===== config.mk =====
export PLATFORM = sky130hd
export DESIGN_NAME = muldiv_seq
export DESIGN_NICKNAME = d
export VERILOG_FILES = /design/src/rtl/muldiv_seq.sv
export SDC_FILE = /design/constraint.sdc
export NUM_CORES = 2
export LEC_CHECK = 0
export CORE_AREA = 4 4 428 304
export DETAILED_ROUTE_END_ITERATION = 12
export DIE_AREA = 0 0 432 308
export GPL_ROUTABILITY_DRIVEN = 0
export SLEW_MARGIN = 20
export SYNTH_ARGS = -nofsm -noshare
export SYNTH_HDL_FRONTEND = slang
export SYNTH_SLANG_ARGS = --single-unit
export TNS_END_PERCENT = 30

===== constraint.sdc =====
create_clock -name clk -period 9.21 [get_ports clk]
set_clock_uncertainty 0.1 [all_clocks]
set_input_delay 1.842 -clock clk [delete_from_list [all_inputs] [get_ports clk]]
set_output_delay 1.842 -clock clk [all_outputs]
set_load 0.005 [all_outputs]

===== src/rtl/muldiv_seq.sv =====
// Multi-cycle unsigned MUL/MULHU/DIVU/REMU sequencer: fixed-latency multiply and a
// restoring divider that retires one quotient bit per cycle, with valid/ready on both sides.
module muldiv_seq #(
  parameter int unsigned XLEN    = 32,
  parameter int unsigned MUL_LAT = 2
) (
  input  logic            clk,
  input  logic            rst_n,
  input  logic            req_valid,
  output logic            req_ready,
  input  logic [XLEN-1:0] a,
  input  logic [XLEN-1:0] b,
  input  logic [3:0]      acl,
  input  logic [4:0]      rd_in,
  output logic            resp_valid,
  input  logic            resp_ready,
  output logic [XLEN-1:0] result,
  output logic [4:0]      rd_out,
  output logic            err,
  output logic            busy
);

  localparam int unsigned CntW = $clog2(XLEN);

  localparam logic [3:0] AclMul   = 4'b0000;
  localparam logic [3:0] AclMulhu = 4'b0001;
  localparam logic [3:0] AclDivu  = 4'b0100;
  localparam logic [3:0] AclRemu  = 4'b0110;

  typedef enum logic [1:0] {StIdle, StMul, StDiv, StDone} state_e;

  state_e          state_q, state_d;
  logic [CntW-1:0] cnt_q, cnt_d;
  logic [XLEN-1:0] a_q, a_d, b_q, b_d;
  logic [3:0]      acl_q, acl_d;
  logic [4:0]      rd_q, rd_d;
  logic [XLEN-1:0] result_q, result_d;
  logic            err_q, err_d;
  logic            resp_valid_q, resp_valid_d;
  logic [XLEN-1:0] rem_q, rem_d, quo_q, quo_d;

  logic [2*XLEN-1:0] prod;
  logic [XLEN:0]     rem_sh, trial;
  logic [XLEN-1:0]   rem_nx, quo_nx;

  always_comb begin
    prod = (2*XLEN)'(a_q) * (2*XLEN)'(b_q);

    // Shift {rem, quo} left by one; a negative 33-bit trial means restore.
    rem_sh = {rem_q, quo_q[XLEN-1]};
    trial  = rem_sh - {1'b0, b_q};
    rem_nx = trial[XLEN] ? rem_sh[XLEN-1:0] : trial[XLEN-1:0];
    quo_nx = {quo_q[XLEN-2:0], ~trial[XLEN]};

    state_d  = state_q;
    cnt_d    = cnt_q;
    a_d      = a_q;
    b_d      = b_q;
    acl_d    = acl_q;
    rd_d     = rd_q;
    result_d = result_q;
    err_d    = err_q;
    rem_d    = rem_q;
    quo_d    = quo_q;

    case (state_q)
      StIdle: begin
        if (req_valid) begin
          a_d   = a;
          b_d   = b;
          acl_d = acl;
          rd_d  = rd_in;
          err_d = 1'b0;
          case (acl)
            AclMul, AclMulhu: begin
              state_d = StMul;
              cnt_d   = CntW'(MUL_LAT - 1);
            end
            AclDivu, AclRemu: begin
              if (b == '0) begin
                state_d  = StDone;
                result_d = (acl == AclDivu) ? '1 : a;
              end else begin
                state_d = StDiv;
                cnt_d   = CntW'(XLEN - 1);
                rem_d   = '0;
                quo_d   = a;
              end
            end
            default: begin
              state_d  = StDone;
              result_d = '0;
              err_d    = 1'b1;
            end
          endcase
        end
      end
      StMul: begin
        if (cnt_q == '0) begin
          result_d = (acl_q == AclMulhu) ? prod[2*XLEN-1:XLEN] : prod[XLEN-1:0];
          state_d  = StDone;
        end else begin
          cnt_d = cnt_q - 1'b1;
        end
      end
      StDiv: begin
        rem_d = rem_nx;
        quo_d = quo_nx;
        if (cnt_q == '0) begin
          result_d = (acl_q == AclRemu) ? rem_nx : quo_nx;
          state_d  = StDone;
        end else begin
          cnt_d = cnt_q - 1'b1;
        end
      end
      StDone: begin
        if (resp_ready) state_d = StIdle;
      end
      default: state_d = StIdle;
    endcase

    resp_valid_d = (state_d == StDone);
  end

  always_ff @(posedge clk or negedge rst_n) begin
    if (!rst_n) begin
      state_q      <= StIdle;
      cnt_q        <= '0;
      a_q          <= '0;
      b_q          <= '0;
      acl_q        <= '0;
      rd_q         <= '0;
      result_q     <= '0;
      err_q        <= 1'b0;
      resp_valid_q <= 1'b0;
      rem_q        <= '0;
      quo_q        <= '0;
    end else begin
      state_q      <= state_d;
      cnt_q        <= cnt_d;
      a_q          <= a_d;
      b_q          <= b_d;
      acl_q        <= acl_d;
      rd_q         <= rd_d;
      result_q     <= result_d;
      err_q        <= err_d;
      resp_valid_q <= resp_valid_d;
      rem_q        <= rem_d;
      quo_q        <= quo_d;
    end
  end

  assign req_ready  = (state_q == StIdle);
  assign busy       = ~req_ready;
  assign resp_valid = resp_valid_q;
  assign result     = result_q;
  assign rd_out     = rd_q;
  assign err        = err_q;

endmodule

Word-level counts from Yosys, hierarchy flattened

Cells that the tools add are included.

Bits in registers: 178
Input bits: 77

Add/subtract/negate cells: 2
Multiply operators: 1
Eq/ne operators: 19
Multiplexer cells: 30
Bitwise gates (word level): 2
Reduce and logical (&&, ||, !) cells: 15

Operator list:

| kind                | number |
|---|---|
| $mux 32             | 14 |
| $pmux 32 s2         | 3 |
| $pmux 32 s3         | 1 |
| $mul 32x32->64      | 1 |
| $sub 33x32->33      | 1 |
| $logic_not 32->1    | 1 |
| $pmux 5 s2          | 2 |
| $mux 5              | 3 |
| $eq 4x3->1 const B  | 3 |
| $ne 2x2->1 const B  | 6 |
| $eq 4x1->1 const B  | 2 |
| $eq 2x2->1 const B  | 3 |
| $mux 2              | 3 |
| $ne 3x3->1 const B  | 2 |
| $pmux 2 s3          | 1 |
| $reduce_and 6->1    | 1 |
| $reduce_or 2->1     | 3 |
| $logic_not 5->1     | 1 |
| $reduce_and 5->1    | 1 |
| $sub 5x1->5 const B | 1 |
| $logic_not 4->1     | 1 |
| $pmux 2 s2          | 1 |
| $reduce_and 4->1    | 1 |
| $reduce_bool 2->1   | 2 |
| 9 further kinds     | 11 |

Longest topological paths before layout

Depth after elaboration: 6
Gate-level depth with buffers: 28
Depth with buffers taken out: 26

Worst setup path after synthesis

Ideal clock, no wire load.

Path kind: reg2reg
Start: register b_q[2]
End: register result_q[23] (netlist: result[23])
Setup time: 0.126 ns
Data arrival time: 7.235 ns
Required time: 8.984 ns
Setup slack: 1.749 ns
Stages on the path, launching flop included: 27
Clock period less this slack: 7.461 ns
Path through: dfrtp_1 clkbuf_1 and2_1 fa_1 inv_1 fa_1 fa_1 fa_1 inv_1 fa_1 inv_1 fa_1 inv_1 fa_1 fa_1 ha_1 buf_2 a21o_1 o21bai_1 a211oi_2 nor3_1 or4_1 a41o_1 a31oi_1 xnor2_1 a221oi_1 o21ai_1

Word-level cells in the longest chain between the ends: 5

RTL lines:

| what                                                   | line | RTL |
|---|---|---|
| start: declaration                                     | 34   | `logic [XLEN-1:0] a_q, a_d, b_q, b_d;` |
| start signal: assignment                               | 130  | `b_q <= '0;` |
| start signal: assignment                               | 142  | `b_q <= b_d;` |
| branches (longest 4 deep; another with $mul 32x32->64) | n/a  |  |
| $pmux 32 s3 (*)                                        | 66   | `case (state_q)` |
| end signal: assignment                                 | 145  | `result_q <= result_d;` |
| end: declaration                                       | 37   | `logic [XLEN-1:0] result_q, result_d;` |

Mark *: on every way between the ends. The select of a mux whose other input is x is not followed.
A chain may end at the register's enable or synchronous reset.

Worst setup path after layout

Start: register b_q[9]
End: register result_q[22] (netlist: result[22])

The elaborated chain is that of the path after synthesis.

==> flow_metrics.py <==
metrics = {
    "outcome": {
        "outcome": "complete, no violations",
    },
    "layout": {
        "area_growth_pct": 8.89,
        "nNetsFinal": 6116,
        "drive_gt1_share_pct": 5.03,
        "final_common_cell": "inv_1",
        "final_cell_mix": "inv_1, fa_1, nand2_1",
    },
    "critical_path": {
        "critPathKind": "flop to flop",
        "r2r_end": "result[22]",
        "cp_data_required_time_ps": 9410,
        "rrSetupSlack_ps": 180,
        "start_kind": "flop",
        "worst_ep_arrival_time_ps": 9240,
        "reg2reg_depth": 22,
        "cp_max_fo": 23,
        "end_kind": "flop",
        "timing.rr.start": "b_q[9]",
    },
    "global_route": {
        "grt_overflow": 0,
        "grt_pass1_wl_mm": 215,
        "grtUsageTotal_pct": 20.8,
        "antenna_found_initial": 5,
        "grt_pass1_vias": 35057,
        "grt_max_degree": 80,
    },
    "yosys": {
        "synth_cells": 4863,
        "synth_cell_types": 79,
        "synth_area_sq_um": 43800,
        "synth_warnings": 0,
        "seq_area_frac_synth_pct": 10.2,
        "synthArstFlopShare_pct": 100,
        "synth_edf_count": 0,
        "ys_seq_elements": 178,
        "synthFlopType": "dfrtp_1",
        "synth_nets": 6137,
        "syn_avg_cell_area_sq_um": 9.01,
    },
    "cts": {
        "clk_latency_ps": 460,
        "cts.sinks": 178,
        "clkTransAtPathRegs_ps": 80,
        "cts_tree": "built",
        "cts_buffer_depth": 2,
        "cts_buffers": 17,
        "holdBufCountCts": 0,
        "h-tree-depth": 4,
        "root_buffer": "clkbuf_16",
        "postCtsSetupBuffers": 0,
        "cts_resized": 0,
    },
    "place": {
        "dpl.hpwl_mm": 112,
        "port_buffers": 117,
    },
    "timing": {
        "slew_headroom_pct": 24.5,
        "finalSetupViolCount": 0,
        "fmax_mhz": 111,
        "rsz0062_at_grt": "false",
        "tightest_slew_ps": 1130,
        "fin_crit_ps": 9030,
        "setup_tns_ps": 0,
        "finalCritPeriodShare_pct": 98.1,
        "hold_viol_final": 0,
        "drv_slew": 0,
    },
    "worst_hold_path": {
        "min_from": "cnt_q[4]",
        "hold_end": "cnt_q[4]",
        "hold_class": "flop to flop",
        "min_path_cells": 1,
    },
    "route": {
        "wl_per_cell_um": 20.9,
        "dr.pass1.iters": 6,
        "drt_iter0_drc": 2843,
        "ant_nets": 0,
        "wl_mm": 136,
        "vias_per_cell": 5.19,
        "post-route-drc-count": 0,
        "vias": 33861,
    },
    "floorplanning": {
        "die_w_um": 432,
        "dieArea_sq_um": 133000,
        "rows": 109,
        "io_pins": 118,
        "initial_core_util_pct": 34.9,
        "core_sq_um": 126000,
        "dieHeight_um": 308,
    },
    "flow_run": {
        "drv_cap": 0,
    },
}
-- layer usage --
metal | wire, um | track usage, %
met1 | 63600 | 32.1
met2 | 57400 | 30.4
met3 | 12100 | 3.61
met4 | 2950 | 4.43
met5 | 13 | 0
-- cell type report --
class / instances / area (sq um)
Sequential cell: 178 / 4460
Antenna cell: 2 / 5.00
Timing Repair Buffer: 249 / 2200
Clock buffer: 19 / 453
Fill cell: 12658 / 77900
Clock inverter: 12 / 193
Inverter: 904 / 3390
Tap cell: 1665 / 2080
Multi-Input combinational cell: 3492 / 34900
-- per-stage QoR --
stage | utilization, % | hold slack [ps] | cells | instance area, sq um | setup WS (ps)
2_1_floorplan | - | 350 | 4863 | 43800 | 1750
3_3_place_gp | 37.5 | 360 | 6488 | 47100 | 478
3_5_place_dp | 37.5 | 367 | 6488 | 47100 | 396
4_1_cts | 38.0 | 387 | 6519 | 47700 | 342
5_1_grt | 38.0 | 404 | 6520 | 47700 | 44.1
6_report | 38.0 | 385 | 6521 | 47700 | 176
-- worst max path at each step --
stage / start / cells after the start / to / slack [ps]
5_1_grt: b_q[9] / 22 / result[22] / 40
3_5_place_dp: b_q[8] / 22 / result[22] / 400
4_1_cts: b_q[8] / 22 / result[22] / 340
6_report: b_q[9] / 22 / result[22] / 180
3_3_place_gp: b_q[14] / 22 / result[22] / 480
2_1_floorplan: b_q[2] / 26 / result[23] / 1750
-- flip-flops by register name (all words and copies together), names as in the netlist, 2 cells and up --
signal	count
rd_out	5
state_q	2
quo_q	32
acl_q	4
cnt_q	5
b_q	32
rem_q	32
a_q	32
result	32
-- cells in the mapped netlist (all sizes together), types with 9 or more instances --
| cell type | n | share of area (%) |
|---|---|---|
| a211o | 9 | 0.18 |
| a211oi | 15 | 0.28 |
| a21o | 55 | 0.94 |
| a21oi | 179 | 2.0 |
| a31oi | 20 | 0.29 |
| and2 | 606 | 8.7 |
| and3 | 17 | 0.24 |
| buf | 22 | 0.25 |
| clkbuf | 267 | 2.3 |
| dfrtp | 178 | 10 |
| fa | 897 | 41 |
| ha | 300 | 8.6 |
| inv | 903 | 7.7 |
| mux2 | 45 | 1.2 |
| mux2i | 52 | 1.2 |
| nand2 | 611 | 5.2 |
| nand2b | 15 | 0.21 |
| nand3 | 31 | 0.35 |
| nand4 | 31 | 0.44 |
| nor2 | 119 | 1.0 |
| nor3 | 24 | 0.27 |
| nor4 | 12 | 0.17 |
| o211ai | 20 | 0.34 |
| o21a | 19 | 0.33 |
| o21ai | 187 | 2.1 |
| o21bai | 12 | 0.21 |
| xnor2 | 50 | 1.0 |
| xor2 | 31 | 0.64 |
-- worst max-delay path: stages (launching register included) --
cell and delay, ps:
dfrtp_1 1090, and2_1 260, fa_1 450, fa_1 550
inv_1 60, fa_1 500, fa_1 520, inv_1 60
fa_1 560, fa_1 430, fa_1 520, fa_1 440
ha_1 470, a21oi_1 270, o211ai_1 170, a31o_2 310
a2111o_1 360, a21o_1 210, a31oi_1 500, o21ai_0 390
xor2_1 250, a221oi_1 300, a311oi_1 70
-- logic make-up after synthesis --
group                    synth area share, %
AO/OA/AOI/OAI                           8.79
XOR/XNOR                                1.65
adder cells (fa/ha/maj)                 49.5
buffers and inverters                   10.3
flip-flops                              10.2
multiplexers                            2.34
AND/OR/NAND/NOR                         17.2
Power is not shown: default switching activity piles up to over one toggle a cycle in this logic, so the estimate is an artifact.
